--- src/rtl/ddr3_odt_dly_pkg.sv ---
// Shared types and encodings for the DDR3 ODT output delay-line sequencer.
package ddr3_odt_dly_pkg;

   typedef enum logic [2:0] {
      S_IDLE,
      S_LOAD,
      S_SETUP,
      S_PULSE,
      S_GAP,
      S_DONE
   } state_t;

   localparam logic [1:0] ST_OK    = 2'b00;
   localparam logic [1:0] ST_OOR   = 2'b01;
   localparam logic [1:0] ST_CLAMP = 2'b10;

   localparam logic DIR_INC = 1'b1;
   localparam logic DIR_DEC = 1'b0;

endpackage

--- src/rtl/ddr3_odt_dly_ctrl.sv ---
// Sequences LOAD/MOVE/DIRECTION strobes for the ODT IOD output delay line and tracks the tap.
// Optional macro DDR3_ODT_DLY_STATS_EN adds saturating move_cnt/oor_cnt statistics outputs.
module ddr3_odt_dly_ctrl
   import ddr3_odt_dly_pkg::*;
#(
   parameter int TAP_W       = 8,
   parameter int MAX_TAP     = 255,
   parameter int INIT_TAP    = 1,
   parameter int MOVE_GAP    = 4,
   parameter int LOAD_CYCLES = 2
) (
   input  logic             fab_clk,
   input  logic             arst_n,
   input  logic             req_valid,
   output logic             req_ready,
   input  logic             req_load,
   input  logic             req_dir,
   input  logic [TAP_W-1:0] req_steps,
   output logic             done,
   output logic [1:0]       done_status,
   output logic             busy,
   output logic [TAP_W-1:0] tap_pos,
   output logic             delay_line_move,
   output logic             delay_line_direction,
   output logic             delay_line_load,
`ifdef DDR3_ODT_DLY_STATS_EN
   output logic [15:0]      move_cnt,
   output logic [7:0]       oor_cnt,
`endif
   input  logic             delay_line_out_of_range
);

   localparam logic [TAP_W-1:0] MAX_TAP_V  = TAP_W'(MAX_TAP);
   localparam logic [TAP_W-1:0] INIT_TAP_V = TAP_W'(INIT_TAP);
   localparam logic [TAP_W-1:0] ONE_V      = TAP_W'(1);

   state_t           state;
   logic [TAP_W-1:0] remaining;
   logic [3:0]       gap_cnt;
   logic [2:0]       load_cnt;
   logic             at_limit;

   // A step is refused when the tracked position already sits on the edge it would cross.
   assign at_limit = (delay_line_direction == DIR_INC) ? (tap_pos == MAX_TAP_V)
                                                       : (tap_pos == '0);

   // NOTE: every register, including the counters, is cleared by the async reset so an
   // aborted request leaves no stale state; all state updates use non-blocking assignment.
   always_ff @(posedge fab_clk or negedge arst_n) begin
      if (!arst_n) begin
         state                <= S_IDLE;
         req_ready            <= 1'b0;
         done                 <= 1'b0;
         done_status          <= ST_OK;
         busy                 <= 1'b0;
         tap_pos              <= INIT_TAP_V;
         delay_line_move      <= 1'b0;
         delay_line_direction <= 1'b0;
         delay_line_load      <= 1'b0;
         remaining            <= '0;
         gap_cnt              <= '0;
         load_cnt             <= '0;
`ifdef DDR3_ODT_DLY_STATS_EN
         move_cnt             <= '0;
         oor_cnt              <= '0;
`endif
      end else begin
         case (state)
            S_IDLE: begin
               req_ready <= 1'b1;
               if (req_valid && req_ready) begin
                  req_ready            <= 1'b0;
                  busy                 <= 1'b1;
                  delay_line_direction <= req_dir;
                  remaining            <= req_steps;
                  if (req_load) begin
                     state           <= S_LOAD;
                     delay_line_load <= 1'b1;
                     load_cnt        <= 3'(LOAD_CYCLES - 1);
`ifdef DDR3_ODT_DLY_STATS_EN
                     move_cnt        <= '0;
                     oor_cnt         <= '0;
`endif
                  end else begin
                     state <= S_SETUP;
                  end
               end
            end

            S_LOAD: begin
               if (load_cnt == '0) begin
                  delay_line_load <= 1'b0;
                  tap_pos         <= INIT_TAP_V;
                  done            <= 1'b1;
                  done_status     <= ST_OK;
                  state           <= S_DONE;
               end else begin
                  load_cnt <= load_cnt - 3'd1;
               end
            end

            S_SETUP: begin
               if (remaining == '0) begin
                  done        <= 1'b1;
                  done_status <= ST_OK;
                  state       <= S_DONE;
               end else if (at_limit) begin
                  done        <= 1'b1;
                  done_status <= ST_CLAMP;
                  state       <= S_DONE;
               end else begin
                  delay_line_move <= 1'b1;
                  state           <= S_PULSE;
`ifdef DDR3_ODT_DLY_STATS_EN
                  if (move_cnt != 16'hFFFF) move_cnt <= move_cnt + 16'd1;
`endif
               end
            end

            S_PULSE: begin
               delay_line_move <= 1'b0;
               gap_cnt         <= 4'(MOVE_GAP - 1);
               state           <= S_GAP;
            end

            S_GAP: begin
               if (gap_cnt == '0) begin
                  if (delay_line_out_of_range) begin
                     done        <= 1'b1;
                     done_status <= ST_OOR;
                     state       <= S_DONE;
`ifdef DDR3_ODT_DLY_STATS_EN
                     if (oor_cnt != 8'hFF) oor_cnt <= oor_cnt + 8'd1;
`endif
                  end else begin
                     tap_pos   <= (delay_line_direction == DIR_INC) ? tap_pos + ONE_V
                                                                    : tap_pos - ONE_V;
                     remaining <= remaining - ONE_V;
                     if (remaining == ONE_V) begin
                        done        <= 1'b1;
                        done_status <= ST_OK;
                        state       <= S_DONE;
                     end else begin
                        state <= S_SETUP;
                     end
                  end
               end else begin
                  gap_cnt <= gap_cnt - 4'd1;
               end
            end

            S_DONE: begin
               done      <= 1'b0;
               busy      <= 1'b0;
               req_ready <= 1'b1;
               state     <= S_IDLE;
            end

            default: state <= S_IDLE;
         endcase
      end
   end

endmodule

--- config.mk ---
export PLATFORM = sky130hd
export DESIGN_NAME = ddr3_odt_dly_ctrl
export DESIGN_NICKNAME = d
export VERILOG_FILES = /design/src/rtl/ddr3_odt_dly_pkg.sv /design/src/rtl/ddr3_odt_dly_ctrl.sv
export SDC_FILE = /design/constraint.sdc
export NUM_CORES = 1
export LEC_CHECK = 0
export ABC_AREA = 1
export BUFFER_PORTS_ARGS = -buffer_cell sky130_fd_sc_hd__buf_2
export CAP_MARGIN = 20
export CORE_ASPECT_RATIO = 1.25
export CORE_UTILIZATION = 58
export DETAILED_ROUTE_END_ITERATION = 12
export GPL_TIMING_DRIVEN = 1
export PLACE_DENSITY_LB_ADDON = 0.2
export SETUP_SLACK_MARGIN = 0.05
export SYNTH_ARGS = -nofsm -noshare
export SYNTH_HDL_FRONTEND = slang
export SYNTH_SLANG_ARGS = --single-unit
--- constraint.sdc ---
create_clock -name fab_clk -period 1.9 [get_ports fab_clk]
set_input_delay 0.19 -clock fab_clk [delete_from_list [all_inputs] [get_ports fab_clk]]
set_output_delay 0.19 -clock fab_clk [all_outputs]
set_load 0.005 [all_outputs]
==> reports/qor.txt <==
Total global-route track usage = 0.248
Max Fanout on Critical Path = 7
Hold/Removal Path Class = in2async
Core box area = 0.00375 mm^2
GR Util met3 = 0.0499
Max_slew headroom = 0.486
Largest net degree at the start of global routing = 35
Setup violators final = 0
Commonest non-fill, non-tap cells in the layout = 80 x nand2_1, 38 x inv_1, 33 x nor2_1, 32 x dfrtp_1, 29 x buf_2
# DRC = 3
Synth warnings = 0
IO Pins = 30
Avg WL per Cell = 12.1 um
Total die area = 0.00417 mm^2
Total power = 4.52 mW
H-tree Lvls = 2
Post-DP HPWL = 3560 um
PwrDens = 1770 mW/mm^2
Setup TNS = 0 ps
RSZ-0062 raised after global routing = false
Area growth, synth to finish = 12.4%
VDD IR max = 1.08 mV
WHS = -26.2 ps
Post-layout util = 0.680
Worst-Margin Slew = 771 ps
Synth area leader = dfrtp_1
Synth Instances = 307
Area contributors post-synth = dfrtp_1 36%, nand2_1 13%, ha_1 7.2%
CP Capture Type = flop
Combinational Power Share = 0.577
Number of vias per cell = 5.31
Total of max-cap violations = 0
Failing checks = DRC, hold timing
Achievable Freq = 0.597 GHz
Fin cells = 383
Pre-antenna DRT Iters = 10
Crit path largest cell delay = 580 ps
CTS tree = yes
Status = finished with violations
Clk slew on worst S/H paths = 70 ps
Static Leak = 1.40 nW
ANT cells = 0
GR Util met1 = 0.298
Switching power total = 2.20 mW
Sinks on Clock Net = 34
Antenna Nets Post-Route = 0
Clock Latency Late Sink = 290 ps
Clk pwr share = 0.122
# rows = 25
Starting Density = 0.605
Port Buffer Count = 29
Die X = 58.0 um
Post-synthesis sequential area ratio = 0.375
Total detailed-routing wirelength = 4650 um
Flop pwr share = 0.301
EDFF count, synth = 0
Number of antenna violations at the first check in global routing = 0
Critical Path RT = 2070 ps
Hold Violations, Final = 33
Nets@finish = 370
Synthesized cell area = 0.00227 mm^2
Final min period = 1680 ps
RD Place Congestion = 0.882
Switch share = 0.485
Syn nets = 335
Critical path class = reg2reg
CP arrival = 1850 ps
Met2 Use GR = 0.427
GRT Residual Overflow = 0
Syn Area/Cell = 7.40 um^2
Slowest library cell on the worst path = dfstp_2
Root buf cell = clkbuf_8
Initial DRC Count = 105
Crit-path cells = inv_1, fa_1, inv_1, nand3_1, nand3_1, xor2_1, o21ai_1
Dpl cells = 375
Vias in the first global route = 1894
Layout cells sized above 1 = 0.175
Max Root-Sink Buffers = 2
Setup bufs post-CTS = 0
Clock Skews = 5.04 ps
Synth Flop Type = dfrtp_1
Grt peak-use layer = met2
First-pass GRT wire length = 8000 um
Yosys cell types = 39
Fin crit share = 0.882
Worst setup SP type = flop
Final Max Tran Viols = 0
Internal = 2.33 mW
Top cell type's share of synthesized area = 0.364
DIE HEIGHT = 72.0 um
CTS Buf Count = 5
Commonest non-fill, non-tap cell in the layout = nand2_1
DR vias = 2035
Share of flip-flops with an asynchronous set or reset = 1.00
Synthesized flop and latch total = 34
-- power by group through the flow --
stage                     Sequential (mW)  Combinational (mW)  Clock (mW)
after floorplan                      1.32                2.03           0
after global placement               1.36                2.55           0
after detailed placement             1.37                2.60           0
after CTS                            1.36                2.62       0.568
after global routing                 1.41                3.02       0.593
final                                1.36                2.61       0.552
-- routing by layer --
layer  vias to the layer above  routed length [um]
met5                         -                   0
met1                       913                2060
met3                        10                 179
met2                        50                2280
met4                         0                 129
li1                       1062                   -
-- kinds of logic after synthesis --
family / Yosys count / synth area share
buffers and inverters: 45 / 0.0804
XOR/XNOR: 6 / 0.0231
flip-flops: 34 / 0.375
adder cells (fa/ha/maj): 14 / 0.0804
AND/OR/NAND/NOR: 161 / 0.318
AO/OA/AOI/OAI: 47 / 0.122
-- cell type report --
cell class,instances,area (um^2)
tap,40,50.0
fill,337,1200
inverter,43,166
multi-input combinational,228,1240
clock buffer,7,86.3
timing repair buffer,30,153
clock inverter,1,5.00
sequential,34,853
-- Yosys cell counts (all sizes together), types with 2 or more instances --
| master | count |
|---|---|
| nand2 | 84 |
| inv | 43 |
| nor2 | 38 |
| dfrtp | 33 |
| o21ai | 27 |
| nand3 | 25 |
| ha | 13 |
| a21oi | 12 |
| nor3 | 6 |
| xor2 | 5 |
| nand4 | 3 |
| buf | 2 |
| nand3b | 2 |
| o211ai | 2 |
-- registers in the layout, indices dropped and copies added, names as in the netlist --
| signal | flops |
|---|---|
| busy | 1 |
| delay_line_direction | 1 |
| delay_line_load | 1 |
| delay_line_move | 1 |
| done | 1 |
| done_status | 2 |
| gap_cnt | 4 |
| load_cnt | 3 |
| remaining | 8 |
| req_ready | 1 |
| state | 3 |
| tap_pos | 8 |
-- timing repair --
action	4_1_cts	5_1_grt
resized for setup	0	4
hold buffers	0	0
setup endpoints to repair	0	3
-- per-stage QoR --
stage | area, um^2 | worst slack [ps]
after floorplan | 2270 | 291
after global placement | 2450 | 256
after detailed placement | 2450 | 178
after CTS | 2550 | 166
after global routing | 2550 | 71.1
final | 2550 | 224
-- final timing paths --
| path | cells after the start | to | slack, ps | from |
|---|---|---|---|---|
| worst min-delay path | 1 | remaining[5]$_DFFE_PN0P_ | -30 | arst_n |
| worst max register to register | 7 | tap_pos[4]$_DFFE_PN0P_ | 220 | tap_pos[0]$_DFFE_PN1P_ |
| max in group asynchronous | 1 | delay_line_direction$_DFFE_PN0P_ | 1380 | arst_n |
| worst max-delay path | 7 | tap_pos[4]$_DFFE_PN0P_ | 220 | tap_pos[0]$_DFFE_PN1P_ |
| worst min register to register | 1 | gap_cnt[0]$_DFFE_PN0P_ | 470 | gap_cnt[0]$_DFFE_PN0P_ |
| min in group fab_clk | 3 | delay_line_direction$_DFFE_PN0P_ | 140 | req_dir |
-- critical path: cells and delay by family (launching register included) --
kind                     cells  cell delay, ps
AO/OA/AOI/OAI                1              80
AND/OR/NAND/NOR              2             150
XOR/XNOR                     1             140
buffers and inverters        2             160
flip-flops                   1             580
adder cells (fa/ha/maj)      1             450
Note: power is estimated with default switching activity, not from simulation.
